$ cat config.mk
export PLATFORM = sky130hd
export DESIGN_NAME = mmmain_core_flat
export DESIGN_NICKNAME = d
export VERILOG_FILES = /design/src/rtl/mmmain_core_if.sv /design/src/rtl/mmmain_core.sv /design/src/flat_wrapper.sv
export SDC_FILE = /design/constraint.sdc
export NUM_CORES = 1
export LEC_CHECK = 0
export CORE_ASPECT_RATIO = 1.2
export CORE_MARGIN = 2
export CORE_UTILIZATION = 45
export CTS_CLUSTER_DIAMETER = 30
export DETAILED_ROUTE_END_ITERATION = 7
export PLACE_DENSITY = 0.62
export SYNTH_ARGS = -nofsm -noshare
export SYNTH_HDL_FRONTEND = slang
export SYNTH_SLANG_ARGS = --single-unit
$ cat constraint.sdc
create_clock -name clk -period 8.29 [get_ports clk]
set_input_delay 0.829 -clock clk [delete_from_list [all_inputs] [get_ports clk]]
set_output_delay 0.829 -clock clk [all_outputs]
set_load 0.01 [all_outputs]
$ cat src/rtl/mmmain_core_if.sv
// mmmain_core_if
//   Board-facing bundle for the matrix-multiply engine.
//   sel : LED view select (driven by the board / bench)
//   led : 16-bit display bus (driven by the engine)
//   Modports: master drives sel and observes led; slave is the engine side.
interface mmmain_core_if;
  logic        sel;
  logic [15:0] led;

  modport master (output sel, input  led);
  modport slave  (input  sel, output led);
endinterface

$ cat src/rtl/mmmain_core.sv
// mmmain_core
//   4x4 unsigned 8-bit matrix-multiply engine, C = A x B, with A and B taken
//   from fixed on-chip tables (A[i][j] = 4i + j + 1, B = A). One
//   multiply-accumulate per clock; keeps the 16 x 18-bit result matrix, a
//   running 24-bit checksum and, optionally, the trace.
//
//   Ports:
//     clk : system clock
//     rst : synchronous, active-high reset
//     bus : mmmain_core_if.slave -- sel in, led out
//
//   Build option:
//     MMMAIN_TRACE_EN  when defined, the trace register exists and sel=1
//                      shows trace[15:0] once done (0 before). When undefined,
//                      sel=1 shows {done, 0, state, 4'b0, checksum[23:16]}.
//
//   state   | meaning
//   --------+------------------------------------------------------------
//   IDLE    | one cycle after reset, then start computing
//   COMPUTE | 64 MAC cycles walking i (outer), j, k (inner)
//   DONE    | result, checksum and trace frozen until reset; done = 1
module mmmain_core (
  input  logic         clk,
  input  logic         rst,
  mmmain_core_if.slave bus
);

  typedef enum logic [1:0] {
    ST_IDLE    = 2'b00,
    ST_COMPUTE = 2'b01,
    ST_DONE    = 2'b10
  } state_t;

  state_t      state_q;
  logic        done_q;
  logic [1:0]  i_q, j_q, k_q;
  logic [17:0] acc_q;
  logic [23:0] checksum_q;
  logic [17:0] c_q [16];
`ifdef MMMAIN_TRACE_EN
  logic [23:0] trace_q;
`endif

  logic [7:0]  a_elem_d;
  logic [7:0]  b_elem_d;
  logic [15:0] prod_d;
  logic [17:0] mac_d;
  logic [15:0] led_d;

  // Table entry at (row, col) is 4*row + col + 1, i.e. {row, col} + 1.
  function automatic logic [7:0] rom_elem(input logic [1:0] row, input logic [1:0] col);
    return {4'b0000, row, col} + 8'd1;
  endfunction

  always_comb begin
    a_elem_d = rom_elem(i_q, k_q);
    b_elem_d = rom_elem(k_q, j_q);
    prod_d   = a_elem_d * b_elem_d;
    mac_d    = acc_q + {2'b00, prod_d};
  end

  always_ff @(posedge clk) begin
    if (rst) begin
      state_q    <= ST_IDLE;
      done_q     <= 1'b0;
      i_q        <= 2'd0;
      j_q        <= 2'd0;
      k_q        <= 2'd0;
      acc_q      <= '0;
      checksum_q <= '0;
      for (int n = 0; n < 16; n++) begin
        c_q[n] <= '0;
      end
`ifdef MMMAIN_TRACE_EN
      trace_q    <= '0;
`endif
    end else begin
      case (state_q)
        ST_IDLE: begin
          state_q <= ST_COMPUTE;
        end
        ST_COMPUTE: begin
          k_q <= k_q + 2'd1;
          if (k_q == 2'd3) begin
            // Last term of the dot product: commit the element and fold it
            // into the running sums; acc restarts for the next element.
            c_q[{i_q, j_q}] <= mac_d;
            checksum_q      <= checksum_q + {6'b0, mac_d};
            acc_q           <= '0;
`ifdef MMMAIN_TRACE_EN
            if (i_q == j_q) begin
              trace_q <= trace_q + {6'b0, mac_d};
            end
`endif
            j_q <= j_q + 2'd1;
            if (j_q == 2'd3) begin
              i_q <= i_q + 2'd1;
              if (i_q == 2'd3) begin
                state_q <= ST_DONE;
                done_q  <= 1'b1;
              end
            end
          end else begin
            acc_q <= mac_d;
          end
        end
        ST_DONE: begin
          done_q <= 1'b1;
        end
        default: begin
          state_q <= ST_IDLE;
          done_q  <= 1'b0;
        end
      endcase
    end
  end

  // Select path is deliberately unregistered so led follows sel immediately.
  always_comb begin
    led_d = checksum_q[15:0];
    if (bus.sel) begin
`ifdef MMMAIN_TRACE_EN
      led_d = done_q ? trace_q[15:0] : 16'h0000;
`else
      led_d = {done_q, 1'b0, state_q, 4'b0000, checksum_q[23:16]};
`endif
    end
  end

  assign bus.led = led_d;

endmodule

$ cat src/flat_wrapper.sv
// flat-port wrapper written by rule: the top's interface ports become plain ports
module mmmain_core_flat 
  (clk, rst, bus_sel, bus_led);
  mmmain_core_if bus_i ();
  input  logic clk;
  input  logic rst;
  input wire logic [$bits(bus_i.sel)-1:0] bus_sel;
  output wire logic [$bits(bus_i.led)-1:0] bus_led;
  assign bus_i.sel = bus_sel;
  assign bus_led = bus_i.led;
  mmmain_core u_core (.clk(clk), .rst(rst), .bus(bus_i));
endmodule
# Yosys cells after proc, flatten, opt, wreduce, memory -nomap -nowiden

Index checks and enable logic that the tools add are counted.

Register bits: 51
Output and inout bits: 16

Add/subtract/negate cells: 7
Multipliers: 1
Equal/unequal tests: 8
Mux-type cells: 10
Bitwise operators: 2
Reduce and logical (&&, ||, !) cells: 5

Operator list:

| operator                                                        | number |
|---|---|
| 24-bit by 18-bit adder with 24-bit output                       | 1 |
| 18-bit by 16-bit adder with 18-bit output                       | 1 |
| 18-bit 2-to-1 mux                                               | 1 |
| 8-bit by 8-bit multiplier with 16-bit output                    | 1 |
| 16-bit 2-to-1 mux                                               | 1 |
| 4-bit by 1-bit adder with 5-bit output, second input constant   | 2 |
| 2-bit == test, second input constant                            | 4 |
| 4-bit AND reduction                                             | 2 |
| 2-bit by 1-bit adder with 2-bit output, second input constant   | 3 |
| 2-bit 2-to-1 mux                                                | 3 |
| 2-bit by 1-bit != test with 1-bit output, second input constant | 3 |
| 2-bit one-hot mux with 3 select lines                           | 1 |
| 1-bit 2-to-1 mux                                                | 3 |
| 1-bit one-hot mux with 3 select lines                           | 1 |
| 3-bit AND reduction                                             | 1 |
| 2-bit by 1-bit == test with 1-bit output, second input constant | 1 |
| 2-bit zero test                                                 | 1 |
| 1-bit inverter                                                  | 2 |
| 2-bit AND reduction                                             | 1 |

# Depth between registers and ports, before layout

Word-level depth: 5
Mapped depth: 25
Gate-level depth less buffers: 23

# Worst setup path after synthesis

Ideal clock, no wire load.

Path type: register -> register
From: reg u_core.k_q[0]
To: reg u_core.checksum_q[23]
Library setup time: 0.123 ns
Arrival: 5.844 ns
Data required time: 8.167 ns
Slack: 2.323 ns
Stages on the path, launching flop included: 26
Path buffers: 2
Period minus slack after synthesis: 5.967 ns
Cell sequence: dfxtp_1 > ha_1 > clkbuf_1 > nand2_1 > or2_2 > fa_1 > inv_1 > fa_1 > inv_1 > fa_1 > inv_1 > ha_1 > and2_1 > a31oi_1 > a21o_1 > o2bb2ai_2 > buf_6 > nor2_1 > xor2_1 > ha_1 > nand2_1 > o21ai_1 > nor3_1 > o211a_1 > nor4b_1 > mux2_1

Cells in the longest elaborated chain, start to end: 4
Elaborated cells on any way between the ends: 7

Ends and longest elaborated chain:

| item                                         | line              | RTL |
|---|---|---|
| start, declared                              | mmmain_core.sv:36 | `logic [1:0] i_q, j_q, k_q;` |
| start signal, assigned                       | mmmain_core.sv:83 | `k_q <= k_q + 2'd1;` |
| 4-bit by 1-bit adder with 5-bit output       | mmmain_core.sv:52 | `return {4'b0000, row, col} + 8'd1;` |
| 8-bit by 8-bit multiplier with 16-bit output | mmmain_core.sv:58 | `prod_d = a_elem_d * b_elem_d;` |
| 18-bit by 16-bit adder with 18-bit output    | mmmain_core.sv:59 | `mac_d = acc_q + {2'b00, prod_d};` |
| 24-bit by 18-bit adder with 24-bit output    | mmmain_core.sv:88 | `checksum_q <= checksum_q + {6'b0, mac_d};` |
| end signal, assigned                         | mmmain_core.sv:88 |  |
| end, declared                                | mmmain_core.sv:38 | `logic [23:0] checksum_q;` |

Several ways; a longest one is shown, not always the timed one.
A chain may end at the register's enable or synchronous reset.

# Worst setup path in the final report

From: reg u_core.k_q[0]
To: reg u_core.checksum_q[20]

Same word-level chain as after synthesis.

==> run summary <==
initial antenna violation count - 0
nets - 628
Synth Flop Type - dfxtp_1
synthesized cell area - 4500 um^2
# diodes - 0
hold endpoint - u_core.checksum_q[10]$_SDFFE_PP0P_
clock-pin slew of the registers on the worst-case setup and hold paths - 0.08 ns
PD cells - 147 nW/um^2
area share of fa/ha/maj cells after synthesis - 21.3%
Total GRT Usage - 21.2%
Inserted Clock Buffers - 5
post-synthesis mux area share - 3.67%
most common cell after layout, fill and taps aside - nand2_1
I/O pins - 19
xor/xnor share of the synthesized area - 5.25%
CTS Sinks - 51
final hold vios - 0
minimum clock period - 6.48 ns
largest family of logic cells by synthesized area - simple AND/OR/NAND/NOR gates
Hold Crit Depth - 2
number of global-route vias before repair - 3697
Cell variety after synth - 58
Root Buffer Master - clkbuf_16
crit path DAT - 6.66 ns
CP max FO - 14
Crit Reg-Reg Endpoint - u_core.checksum_q[20]$_SDFFE_PP0P_
worst hold path type - flip-flop to flip-flop
share of cells above drive strength 1 - 5.71%
crit path from - u_core.k_q[0]$_SDFFE_PP0N_
Synth-to-Final Area Change - 8.94%
drt wl/cell - 16.0 um
Routed WL - 11.0 mm
period utilisation layout - 78.1%
GPL Wtd Cong - 0.879
worst path required time - 8.47 ns
Util after Layout - 49.8%
worst relative slew slack - 28.0%
Routed Antenna Nets - 0
WP buf/inv - 3
fill count - 985
most frequent cells in the layout - 54 x nand2_1, 51 x dfxtp_1, 48 x ha_1
Seq/Total Area, Yosys - 22.7%
first-pass GRT wire length - 18.0 mm
Avg Vias per Cell - 5.77
Die Area - 10800 um^2
count of pins over their slew limit - 0
critical hold path startpoint - u_core.checksum_q[10]$_SDFFE_PP0P_
Initial Utilization - 45.7%
FF-to-FF setup slack - 1.81 ns
Crit path max-delay family - adder cells
Post-synth EDFFs - 0
DRT iter0 DRCs - 175
Pre-Repair DR Iteration Count - 4
measured slew at the worst slew-check pin - 1.08 ns
DP HPWL - 8.45 mm
RSZ-0062 raised after global routing - false
static leakage - 2.11 nW
reg2reg start - u_core.k_q[0]$_SDFFE_PP0N_
input/output buffers - 18
Syn Nets - 623
CP Capture Type - flip-flop
Final setup viols - 0
post-CTS setup buffer count - 0
post-synthesis average cell area - 8.13 um^2
post-synthesis cell count - 554
CTS max path bufs - 2
VDD IR-drop max - 0.134 mV
crit path cell chain - ha_1 -> nand2_1 -> or2_2 -> fa_1 -> inv_1 -> fa_1 -> inv_1 -> fa_1 -> inv_1 -> ha_1 -> and2_1 -> a31oi_1 -> a21o_1 -> o2bb2ai_2 -> nor2_1 -> xor2_1 -> ha_1 -> a21o_1 -> a21o_1 -> a21oi_1 -> nor4_1 -> a311oi_1 -> o211ai_1
pin count of the biggest net entering global routing - 59
Worst R2R Path Depth - 23
vias - 3958
core area - 9860 um^2
yosys warns - 0
Die Span Y - 114 um
slowest stage delay, CP - 0.53 ns
CTS tree - done
complex-gate fraction of the synthesized area - 18.7%
Clock Latency Late Sink - 0.30 ns
Die Wd - 95.3 um
max_cap viols - 0
status - complete, no violations
Critical-path top delay cell - fa_1
Worst Skew - 0.0124 ns
# rows - 40
Critical Path Start Type - flip-flop
Async SR Flop Fraction - 0%
number of gates resized after cts - 0
grt total ovfl - 0
#FFs+latches synth - 51
Residual DRC - 0
htree depth - 2
Max Freq - 154 MHz
final setup TNS - 0 ns
post-synthesis simple-gate area fraction - 22.5%
cts-stage hold buffer count - 0
Worst Path Class, Setup - flip-flop to flip-flop
report_power, final:
part	internal [W]	total, W	switching, W
clock	0.000113	0.000216	0.000103
combinational	0.0000872	0.000225	0.000138
sequential	0.000262	0.000280	0.0000183
kinds of logic (layout without fill, tap and decap cells):
logic type | count (synthesis) | after routing
AOI/OAI and AO/OA | 126 | 126
xor gates and xnor gates | 27 | 27
adders and majority gates | 66 | 66
buffers and inverters | 67 | 73
DFF | 51 | 51
muxes | 15 | 15
and+or+nand+nor | 202 | 202
cell type report:
class | instances | area [um^2] | area share, %
multi-input combinational | 436 | 3220 | 65.6
clock buffer | 5 | 125 | 2.55
sequential | 51 | 1020 | 20.8
timing repair buffer | 20 | 190 | 3.88
inverter | 45 | 169 | 3.44
clock inverter | 3 | 25.0 | 0.510
tap | 126 | 158 | 3.21
synthesized netlist by cell type, types with 8 or more instances:
cell       n  area, um^2
nor3_1     9        45.0
ha_1      48         601
clkbuf_1  14        52.6
xnor2_1   17         149
fa_1      18         360
dfxtp_1   51        1020
nand3_1   29         145
mux2_2    11         124
nand2_1   54         203
a21o_1    11        82.6
xor2_1    10        87.6
and3_1     9        56.3
nor2_1    38         143
nor2b_1   15        93.8
a21oi_1   44         220
o211ai_1   9        67.6
nand4_1    9        56.3
o21ai_0   10        50.1
inv_1     44         165
a22oi_1    8        60.1
how the worst max path moves through the flow:
stage | slack [ns] | cells past startpoint | end
detailed placement | 1.78 | 23 | u_core.checksum_q[20]$_SDFFE_PP0P_
global route | 1.25 | 23 | u_core.checksum_q[22]$_SDFFE_PP0P_
finish | 1.81 | 23 | u_core.checksum_q[20]$_SDFFE_PP0P_
global placement | 2.00 | 23 | u_core.checksum_q[23]$_SDFFE_PP0P_
floorplan | 2.32 | 25 | u_core.checksum_q[23]$_SDFFE_PP0P_
CTS | 1.76 | 23 | u_core.checksum_q[20]$_SDFFE_PP0P_
layer usage:
metal  routed length, um  global-route usage, %  vias to the layer above
li1                    -                      -                     1978
met1                5040                   28.2                     1911
met3                 294                   2.84                       14
met2                5390                   35.4                       55
met5                   0                      0                        -
met4                 232                   6.67                        0
flip-flops by register name, indices dropped and copies added (netlist names):
| signal | cells |
|---|---|
| u_core.acc_q | 18 |
| u_core.j_q | 2 |
| u_core.state_q | 2 |
| u_core.i_q | 2 |
| u_core.checksum_q | 24 |
| u_core.done_q | 1 |
| u_core.k_q | 2 |
worst min-delay path: cells and delay by family, from the launching register on:
family	cells	cell delay (ns)
AO/OA/AOI/OAI	1	0.05
flip-flops	1	0.33
AND/OR/NAND/NOR	1	0.06
through the flow:
stage	total power [W]	cell area [um^2]	std cells	hold WS [ns]	setup slack (ns)
2_1_floorplan	0.000450	4500	554	0.445	2.32
3_3_place_gp	0.000507	4760	678	0.457	2.00
3_5_place_dp	0.000513	4760	678	0.464	1.78
4_1_cts	0.000731	4910	686	0.476	1.76
5_1_grt	0.000772	4910	686	0.504	1.25
6_report	0.000722	4910	686	0.477	1.81
Note: power is estimated with default switching activity, not from simulation.
